<file path="config.mk">
export PLATFORM = sky130hd
export DESIGN_NAME = mux_gamma_scheduler_flat
export DESIGN_NICKNAME = d
export VERILOG_FILES = /design/src/rtl/mux_gamma_scheduler_pkg.sv /design/src/rtl/mux_gamma_scheduler_if.sv /design/src/rtl/mux_gamma_scheduler_rr_arbiter.sv /design/src/rtl/mux_gamma_scheduler.sv /design/src/flat_wrapper.sv
export SDC_FILE = /design/constraint.sdc
export NUM_CORES = 1
export LEC_CHECK = 0
export ABC_CLOCK_PERIOD_IN_PS = 2950
export BUFFER_PORTS_ARGS = -buffer_cell sky130_fd_sc_hd__buf_2
export CORE_AREA = 2 2 80 82
export CTS_CLUSTER_SIZE = 40
export DETAILED_ROUTE_END_ITERATION = 16
export DIE_AREA = 0 0 82 84
export GPL_TIMING_DRIVEN = 0
export PLACE_DENSITY = 0.72
export SYNTH_ARGS = -nofsm -noshare
export SYNTH_HDL_FRONTEND = slang
export SYNTH_SLANG_ARGS = --single-unit
</file>
<file path="constraint.sdc">
create_clock -name clk -period 2.95 [get_ports clk]
set_input_delay 0.59 -clock clk [delete_from_list [all_inputs] [get_ports clk]]
set_output_delay 0.59 -clock clk [all_outputs]
set_load 0.01 [all_outputs]
</file>
<file path="src/rtl/mux_gamma_scheduler_pkg.sv">
// Shared types and the round-robin pick helper for the gamma-wave column multiplexer.
// rr_pick handles up to RR_MAX requesters, so any NNET in 2..8 can share it.
package mux_sched_pkg;

  localparam int unsigned NNET_DEF      = 2;
  localparam int unsigned GAMMA_LEN_DEF = 8;
  localparam int unsigned RR_MAX        = 8;
  localparam int unsigned RR_IW         = 3;

  typedef enum logic [1:0] {IDLE, RUN, FLUSH} sched_state_t;

  typedef struct packed {
    logic             found;
    logic [RR_IW-1:0] idx;
  } rr_pick_t;

  // First set request at or after ptr, wrapping modulo n (ptr must be < n).
  function automatic rr_pick_t rr_pick(input logic [RR_MAX-1:0] req,
                                       input logic [RR_IW-1:0]  ptr,
                                       input int unsigned       n);
    rr_pick_t    r;
    int unsigned j;
    r = '0;
    for (int unsigned i = 0; i < RR_MAX; i++) begin
      j = 32'(ptr) + i;
      if (j >= n) j = j - n;
      if (i < n && !r.found && req[j[RR_IW-1:0]]) begin
        r.found = 1'b1;
        r.idx   = j[RR_IW-1:0];
      end
    end
    return r;
  endfunction

endpackage

</file>
<file path="src/rtl/mux_gamma_scheduler_if.sv">
// Request/grant, column and result bundle of the gamma-wave scheduler; master = scheduler side.
// The out_time bus exists only when MUX_SPIKE_TIME_EN is defined.
interface mux_gamma_scheduler_if #(
  parameter int P    = 64,
  parameter int Q    = 2,
  parameter int NNET = 2
`ifdef MUX_SPIKE_TIME_EN
  ,
  parameter int CW   = 3
`endif
);

  logic [NNET-1:0]   req;
  logic [NNET-1:0]   ack;
  logic [NNET*P-1:0] data_in;
  logic [P-1:0]      col_data;
  logic              col_grst;
  logic [Q-1:0]      col_spikes;
  logic [NNET*Q-1:0] out_spikes;
  logic [NNET-1:0]   out_valid;
  logic              busy;
`ifdef MUX_SPIKE_TIME_EN
  logic [NNET*Q*CW-1:0] out_time;
`endif

  modport master (
    input  req, data_in, col_spikes,
    output ack, col_data, col_grst, out_spikes, out_valid, busy
`ifdef MUX_SPIKE_TIME_EN
    , output out_time
`endif
  );

  modport slave (
    output req, data_in, col_spikes,
    input  ack, col_data, col_grst, out_spikes, out_valid, busy
`ifdef MUX_SPIKE_TIME_EN
    , input out_time
`endif
  );

endinterface

</file>
<file path="src/rtl/mux_gamma_scheduler_rr_arbiter.sv">
// Combinational NNET-wide round-robin arbiter: pointer in, one-hot grant + index out.
// Zero latency; no backpressure, the caller decides when a grant is taken.
module rr_arbiter
  import mux_sched_pkg::*;
#(
  parameter int NNET = NNET_DEF,
  parameter int IW   = (NNET > 1) ? $clog2(NNET) : 1
) (
  input  logic [NNET-1:0] req,
  input  logic [IW-1:0]   ptr,
  output logic [NNET-1:0] grant,
  output logic [IW-1:0]   idx,
  output logic            found
);

  logic [RR_MAX-1:0] req_ext;
  logic [RR_IW-1:0]  ptr_ext;
  rr_pick_t          pick;

  always_comb begin
    req_ext           = '0;
    req_ext[NNET-1:0] = req;
    ptr_ext           = '0;
    ptr_ext[IW-1:0]   = ptr;
    pick              = rr_pick(req_ext, ptr_ext, NNET);
    found             = pick.found;
    idx               = IW'(pick.idx);
    grant             = '0;
    if (pick.found) grant[idx] = 1'b1;
  end

endmodule

</file>
<file path="src/rtl/mux_gamma_scheduler.sv">
// Shares one column between NNET networks, one gamma wave per round-robin grant; ack->out_valid = GAMMA_LEN+2.
// Requests are level-held; no backpressure on results. MUX_SPIKE_TIME_EN adds per-neuron first-spike times.
module mux_gamma_scheduler
  import mux_sched_pkg::*;
#(
  parameter int P         = 64,
  parameter int Q         = 2,
  parameter int NNET      = NNET_DEF,
  parameter int GAMMA_LEN = GAMMA_LEN_DEF,
  parameter int CW        = $clog2(GAMMA_LEN)
) (
  input logic                   clk,
  input logic                   rstb,
  mux_gamma_scheduler_if.master bus
);

  localparam int            IW        = (NNET > 1) ? $clog2(NNET) : 1;
  localparam logic [CW-1:0] TICK_LAST = CW'(GAMMA_LEN - 1);
  localparam logic [IW-1:0] NET_LAST  = IW'(NNET - 1);

  sched_state_t      state_q, state_d;
  logic [CW-1:0]     tick_q;
  logic [IW-1:0]     rr_q, cur_q, cur_next, arb_ptr, arb_idx;
  logic [NNET-1:0]   arb_grant, ack, out_valid_q;
  logic              arb_found, take, live_q;
  logic [Q-1:0]      capture_q, capture_all;
  logic [NNET*Q-1:0] out_spikes_q;
  logic [P-1:0]      col_data;
  logic              col_grst;

  assign cur_next    = (cur_q == NET_LAST) ? '0 : cur_q + 1'b1;
  // FLUSH arbitrates back-to-back, so it must already see the advanced pointer.
  assign arb_ptr     = (state_q == FLUSH) ? cur_next : rr_q;
  assign capture_all = capture_q | bus.col_spikes;

  rr_arbiter #(
    .NNET (NNET),
    .IW   (IW)
  ) u_arb (
    .req   (bus.req),
    .ptr   (arb_ptr),
    .grant (arb_grant),
    .idx   (arb_idx),
    .found (arb_found)
  );

  always_comb begin
    state_d  = state_q;
    take     = 1'b0;
    ack      = '0;
    col_grst = 1'b1;
    col_data = '0;
    unique case (state_q)
      IDLE: begin
        if (live_q && arb_found) begin
          take    = 1'b1;
          state_d = RUN;
        end
      end
      RUN: begin
        col_grst = 1'b0;
        col_data = bus.data_in[cur_q*P +: P];
        if (tick_q == TICK_LAST) state_d = FLUSH;
      end
      FLUSH: begin
        if (arb_found) begin
          take    = 1'b1;
          state_d = RUN;
        end else begin
          state_d = IDLE;
        end
      end
      default: state_d = IDLE;
    endcase
    if (take) ack = arb_grant;
  end

  // live_q holds off grants until the first edge after reset release, so no ack
  // is shown to a requester while the FSM is still held in reset.
  always_ff @(posedge clk or negedge rstb) begin
    if (!rstb) begin
      state_q      <= IDLE;
      tick_q       <= '0;
      rr_q         <= '0;
      cur_q        <= '0;
      capture_q    <= '0;
      out_spikes_q <= '0;
      out_valid_q  <= '0;
      live_q       <= 1'b0;
    end else begin
      state_q     <= state_d;
      live_q      <= 1'b1;
      out_valid_q <= '0;
      if (state_q == RUN) begin
        tick_q    <= tick_q + 1'b1;
        capture_q <= capture_all;
      end
      if (state_q == FLUSH) begin
        out_spikes_q[cur_q*Q +: Q] <= capture_all;
        out_valid_q[cur_q]         <= 1'b1;
        capture_q                  <= '0;
        rr_q                       <= cur_next;
      end
      if (take) begin
        cur_q  <= arb_idx;
        tick_q <= '0;
      end
    end
  end

`ifdef MUX_SPIKE_TIME_EN
  logic [Q*CW-1:0]      first_q;
  logic [Q*CW-1:0]      time_final;
  logic [NNET*Q*CW-1:0] out_time_q;

  always_comb begin
    time_final = '0;
    for (int q = 0; q < Q; q++) begin
      time_final[q*CW +: CW] = capture_q[q] ? first_q[q*CW +: CW] : TICK_LAST;
    end
  end

  // capture_q doubles as the "already fired" flag, so first_q never needs clearing.
  always_ff @(posedge clk or negedge rstb) begin
    if (!rstb) begin
      first_q    <= '0;
      out_time_q <= '0;
    end else if (state_q == RUN) begin
      for (int q = 0; q < Q; q++) begin
        if (bus.col_spikes[q] && !capture_q[q]) first_q[q*CW +: CW] <= tick_q;
      end
    end else if (state_q == FLUSH) begin
      out_time_q[cur_q*Q*CW +: Q*CW] <= time_final;
    end
  end

  assign bus.out_time = out_time_q;
`endif

  assign bus.ack        = ack;
  assign bus.col_data   = col_data;
  assign bus.col_grst   = col_grst;
  assign bus.out_spikes = out_spikes_q;
  assign bus.out_valid  = out_valid_q;
  assign bus.busy       = (state_q != IDLE);

endmodule

</file>
<file path="src/flat_wrapper.sv">
// flat-port wrapper written by rule: the top's interface ports become plain ports
module mux_gamma_scheduler_flat import mux_sched_pkg::*;
#(
  parameter int P         = 64,
  parameter int Q         = 2,
  parameter int NNET      = NNET_DEF,
  parameter int GAMMA_LEN = GAMMA_LEN_DEF,
  parameter int CW        = $clog2(GAMMA_LEN)
)
  (clk, rstb, bus_req, bus_data_in, bus_col_spikes, bus_ack, bus_col_data, bus_col_grst, bus_out_spikes, bus_out_valid, bus_busy);
  mux_gamma_scheduler_if #(.P(P), .Q(Q), .NNET(NNET)) bus_i ();
  input logic clk;
  input logic rstb;
  input wire logic [$bits(bus_i.req)-1:0] bus_req;
  input wire logic [$bits(bus_i.data_in)-1:0] bus_data_in;
  input wire logic [$bits(bus_i.col_spikes)-1:0] bus_col_spikes;
  output wire logic [$bits(bus_i.ack)-1:0] bus_ack;
  output wire logic [$bits(bus_i.col_data)-1:0] bus_col_data;
  output wire logic [$bits(bus_i.col_grst)-1:0] bus_col_grst;
  output wire logic [$bits(bus_i.out_spikes)-1:0] bus_out_spikes;
  output wire logic [$bits(bus_i.out_valid)-1:0] bus_out_valid;
  output wire logic [$bits(bus_i.busy)-1:0] bus_busy;
  assign bus_i.req = bus_req;
  assign bus_i.data_in = bus_data_in;
  assign bus_i.col_spikes = bus_col_spikes;
  assign bus_ack = bus_i.ack;
  assign bus_col_data = bus_i.col_data;
  assign bus_col_grst = bus_i.col_grst;
  assign bus_out_spikes = bus_i.out_spikes;
  assign bus_out_valid = bus_i.out_valid;
  assign bus_busy = bus_i.busy;
  mux_gamma_scheduler #(.P(P), .Q(Q), .NNET(NNET), .GAMMA_LEN(GAMMA_LEN), .CW(CW)) u_core (.clk(clk), .rstb(rstb), .bus(bus_i));
endmodule
</file>
Word level (Yosys, flattened, before mapping):

Index checks and enable logic that the tools add are counted.

* word-level logic and storage cells: 72
* input port bits: 134
* register bits: 16
* output and inout bits: 74

* multiplexer cells: 31
* magnitude comparators: 8
* reduce and logical (&&, ||, !) cells: 10
* add/sub/neg operators: 6
* shifts and indexed selects: 3
* bitwise operators: 1
* equality and inequality tests: 5

Operator list (number)
* variable part select 128 x 8 -> 64 bit: 1
* 2-to-1 mux 64 bit: 1
* negator 2 -> 34 bit: 1
* variable shift 2 x 34 -> 4 bit, first input constant: 1
* variable part select 2 x 34 -> 4 bit: 1
* 2-to-1 mux 2 bit: 7
* 2-to-1 mux 3 bit: 4
* 2-to-1 mux 1 bit: 10
* < comparator 3 x 4 -> 1 bit, second input constant: 2
* 2-to-1 mux 4 bit: 2
* binary-select mux 1 bit (select 3 bit): 2
* case mux 2 bit (3 select lines): 1
* nonzero test 2 bit: 3
* bitwise mux 4 bit: 1
* logical AND 1 bit: 4
* < comparator 1 x 2 -> 1 bit, second input constant: 2
* inequality test 2 x 1 -> 1 bit, second input constant: 2
* adder 3 x 1 -> 3 bit, second input constant: 1
* == test 3 bit, second input constant: 1
* subtractor 1 x 2 -> 3 bit, second input constant: 1
* subtractor 2 x 2 -> 3 bit, second input constant: 1
* adder 1 x 1 -> 2 bit, second input constant: 1
* demux 1 bit (select 1 bit): 2
* == test 2 x 1 -> 1 bit, second input constant: 1
* 10 further kinds: 11

Depth between registers and ports, before layout:

* depth after elaboration: 17
* gate-level depth with buffers: 7
* gate-level depth less buffers: 7

By module:

A second synthesis with hierarchy kept.

* cell total of the unflattened synthesis: 214
* area total of the unflattened synthesis: 1752.9 µm²

Modules (own cells, without submodules)
* mux_gamma_scheduler: cells each 209, instances 1, area each 1720.4 µm², seq. area each 400.4 µm²
* rr_arbiter: cells each 5, instances 1, area each 32.5 µm², seq. area each 0.0 µm²

Least setup slack after synthesis:

Ideal clock, no wire load.

* path kind: reg2out
* start: register u_core.state_q[1]
* end: output bus_col_data[0]
* cell stages (with the launch flop): 8
* arrival time: 1.290 ns
* buffers on the path: 3
* setup slack: 1.070 ns
* required time: 2.360 ns
* cells stage by stage: dfrtp_1 -> inv_1 -> ha_1 -> buf_4 -> inv_1 -> buf_2 -> buf_2 -> nor2_1

* longest elaborated chain between the ends: 2

RTL lines
* start, declared: line mux_gamma_scheduler.sv:21 `sched_state_t state_q, state_d;`
* start signal, assigned: line mux_gamma_scheduler.sv:91 `state_q <= state_d;`
* == test 2 x 1 -> 1 bit: line mux_gamma_scheduler.sv:53 `unique case (state_q)`
* 2-to-1 mux 64 bit: line mux_gamma_scheduler.sv:53
* end, declared: line flat_wrapper.sv:18 `output wire logic [$bits(bus_i.col_data)-1:0] bus_col_data;`

Every way passes these cells.

Worst setup path in the final report:

* start: register u_core.state_q[1]
* end: output bus_col_data[39]

The elaborated chain is that of the path after synthesis.

==> reports/metrics.csv <==
metric,value,unit
status,"complete, no violations",
Synth Cell Area,1807,um2
Worst-Skew Late Latency,250,ps
Wirelength per Cell,13.99,um
DR vias,2303,
startpoint types,flop,
switch share,0.4734,
YS warnings,0,
period utilization,0.8409,
hold_buf cts,0,
GP Congestion,0.7901,
area of the multi-input gates,1244,um2
number of synthesized flops with an enable pin,0,
# setup viols final,0,
Power Dens Cells,819.6,nW/um2
# rows,29,
Post-synth top cells,"nor2_1, mux2i_1, dfrtp_1",
vias in the first global route,2181,
Crit path depth,8,
Worst setup EP type,primary output,
Seq. cell area,400.4,um2
Worst Path Required,2360,ps
cts repair resizes,0,
"Design Area, Final",2994,um2
setup TNS,0,ps
Root Driver,clkbuf_8,
Worst Hold Class,in2async,
Syn Nets,361,
via/cell ratio,4.516,
H-tree level count,1,
CP top delay family,buffers and inverters,
Setup Buffers After CTS,0,
area grow syn2layout,65.72,%
Max Slew Vio Count,0,
DP Worst Slack,746.4,ps
initial antenna violation count,3,
# Max-Cap Violations,0,
drt pass-1 iters,6,
antenna-violating nets left,0,
Most used DFF post-synth,dfrtp_1,
most numerous cell in the Yosys netlist,nor2_1,
P_sw,1.162,mW
Static Leak,1.750,nW
Core ar.,6096,um2
crit path DAT,1890,ps
"FF+latch count, synth",16,
Buffers on Ports,206,
starting density of the core,0.2964,
total CTS buffers,3,
Max Clk Rate,403.1,MHz
Starting DRT DRC Count,27,
"Slowest-stage cell, CP",dfrtp_1,
Final Hold Fails,0,
synth unique cells,30,
Worst VDD drop,0.0003612,V
share of flip-flops with an asynchronous set or reset,1.000,
die height,84,um
Seq pwr share,0.134,
pin count of the biggest net entering global routing,17,
IO Pins,208,
Hold WS,243.0,ps
Die X,82,um
cell type with the largest total area after synthesis,mux2i_1,
DRC viols,0,
Tmin final,2481,ps
Crit path buffers/inverters,6,
Clock Sinks,16,
Critical Path Fanout Max,10,
Synth top area share,0.3657,
Max clock buf depth,2,
Total Wirelength,7.136,mm
fillers,598,
die area,6888,um2
dominant cells by area after synthesis,"mux2i_1, dfrtp_1, nor2_1",
layout cells sized above 1,0.5383,
R2R cell count,5,
CTS tree,built,
Comb power frac,0.787,
Setup WS post-layout,469.4,ps
clk_skew,1.429,ps
RSZ-0062 raised after global routing,no,
"Seq/Total Area, Yosys",0.2216,
# nets final,572,
"Avg Cell Area, Syn",8.175,um2
WS Path Type,reg2out,
dpl hpwl,6.169,mm
Clock Power Share,0.079,
placed inst area,2934,um2
internal power,1.292,mW
crit-path most repeated cell,buf_2,
crit-path cells,inv_1 > ha_1 > buf_4 > inv_1 > buf_2 > buf_2 > nor2_1 > buf_2,
Worst-path clk slew,60,ps
total grt overflow,0,
gr usage total,0.1900,
Syn Inst Count,221,
max incr delay on CP,420,ps
first-pass GRT wire length,10.30,mm
final core occ,0.4912,
[cells in the final DEF, fill, tap and decap left out, drive strengths merged, types with 5 or more instances in the layout]
master    n
ha        6
clkbuf    5
inv       8
nor2     72
mux2i    66
nand2     7
a21oi     8
o21ai     6
buf     222
dfrtp    16
[worst reg2reg max path, stage by stage, from the launching register on]
cell and delay (ps):
dfrtp_1 420, inv_1 120, ha_1 340, a21o_1 240, nor2_1 70, a311oi_2 240
[power groups by stage]
stage	sequential, mW	combinational (mW)	clock (mW)
3_5_place_dp	0.331	1.95	0
5_1_grt	0.337	2.12	0.205
3_3_place_gp	0.330	1.90	0
2_1_floorplan	0.339	1.29	0
6_report	0.329	1.93	0.194
4_1_cts	0.329	1.95	0.199
[final timing paths]
check	from	end	slack, ps
max	u_core.state_q[1]	bus_col_data[39]	470
min	rstb	u_core.rr_q	240
max reg2reg	u_core.state_q[0]	u_core.cur_q	1430
min reg2reg	u_core.bus.out_spikes[2]	u_core.bus.out_spikes[2]	480
max in group asynchronous	rstb	u_core.bus.out_spikes[1]	2440
min in group clk	u_core.bus.out_spikes[2]	u_core.bus.out_spikes[2]	480
[kinds of logic after synthesis]
| kind of cell | share of synthesized area |
|---|---|
| AND/OR/NAND/NOR | 0.1863 |
| buffers and inverters | 0.09002 |
| flip-flops | 0.2216 |
| AO/OA/AOI/OAI | 0.08795 |
| XOR/XNOR | 0.004849 |
| multiplexers | 0.3656 |
| other | 0.002076 |
| adder cells (fa/ha/maj) | 0.04155 |
[final cells by class]
type | count | share of cell area
Multi-Input combinational cell | 180 | 0.4154
Timing Repair Buffer | 206 | 0.3443
Sequential cell | 16 | 0.1337
Buffer | 17 | 0.04430
Tap cell | 77 | 0.03218
Clock buffer | 4 | 0.01839
Inverter | 8 | 0.01003
Antenna cell | 2 | 0.001672
[sequential cells by signal, indices dropped and copies added (netlist names)]
name / count
u_core.bus.out_valid: 2
u_core.live_q: 1
u_core.state_q: 2
u_core.tick_q: 3
u_core.rr_q: 1
u_core.bus.out_spikes: 4
u_core.cur_q: 1
u_core.capture_q: 2
[stage by stage]
step | power (mW) | instances
after floorplan | 1.633 | 221
after global placement | 2.230 | 504
after detailed placement | 2.277 | 504
after CTS | 2.479 | 508
after global routing | 2.657 | 509
final | 2.454 | 510
[routing by layer]
| metal | vias to the layer above | track usage | part of all wire | wire, um |
|---|---|---|---|---|
| met4 | 2 | 0.04091 | 0.013 | 91 |
| met3 | 12 | 0.05195 | 0.10 | 718 |
| li1 | 1165 | - | - | - |
| met5 | - | 0 | 0.0018 | 13 |
| met2 | 94 | 0.3311 | 0.48 | 3443 |
| met1 | 1030 | 0.2287 | 0.40 | 2869 |
No activity file was read; power rests on OpenSTA's default activity.
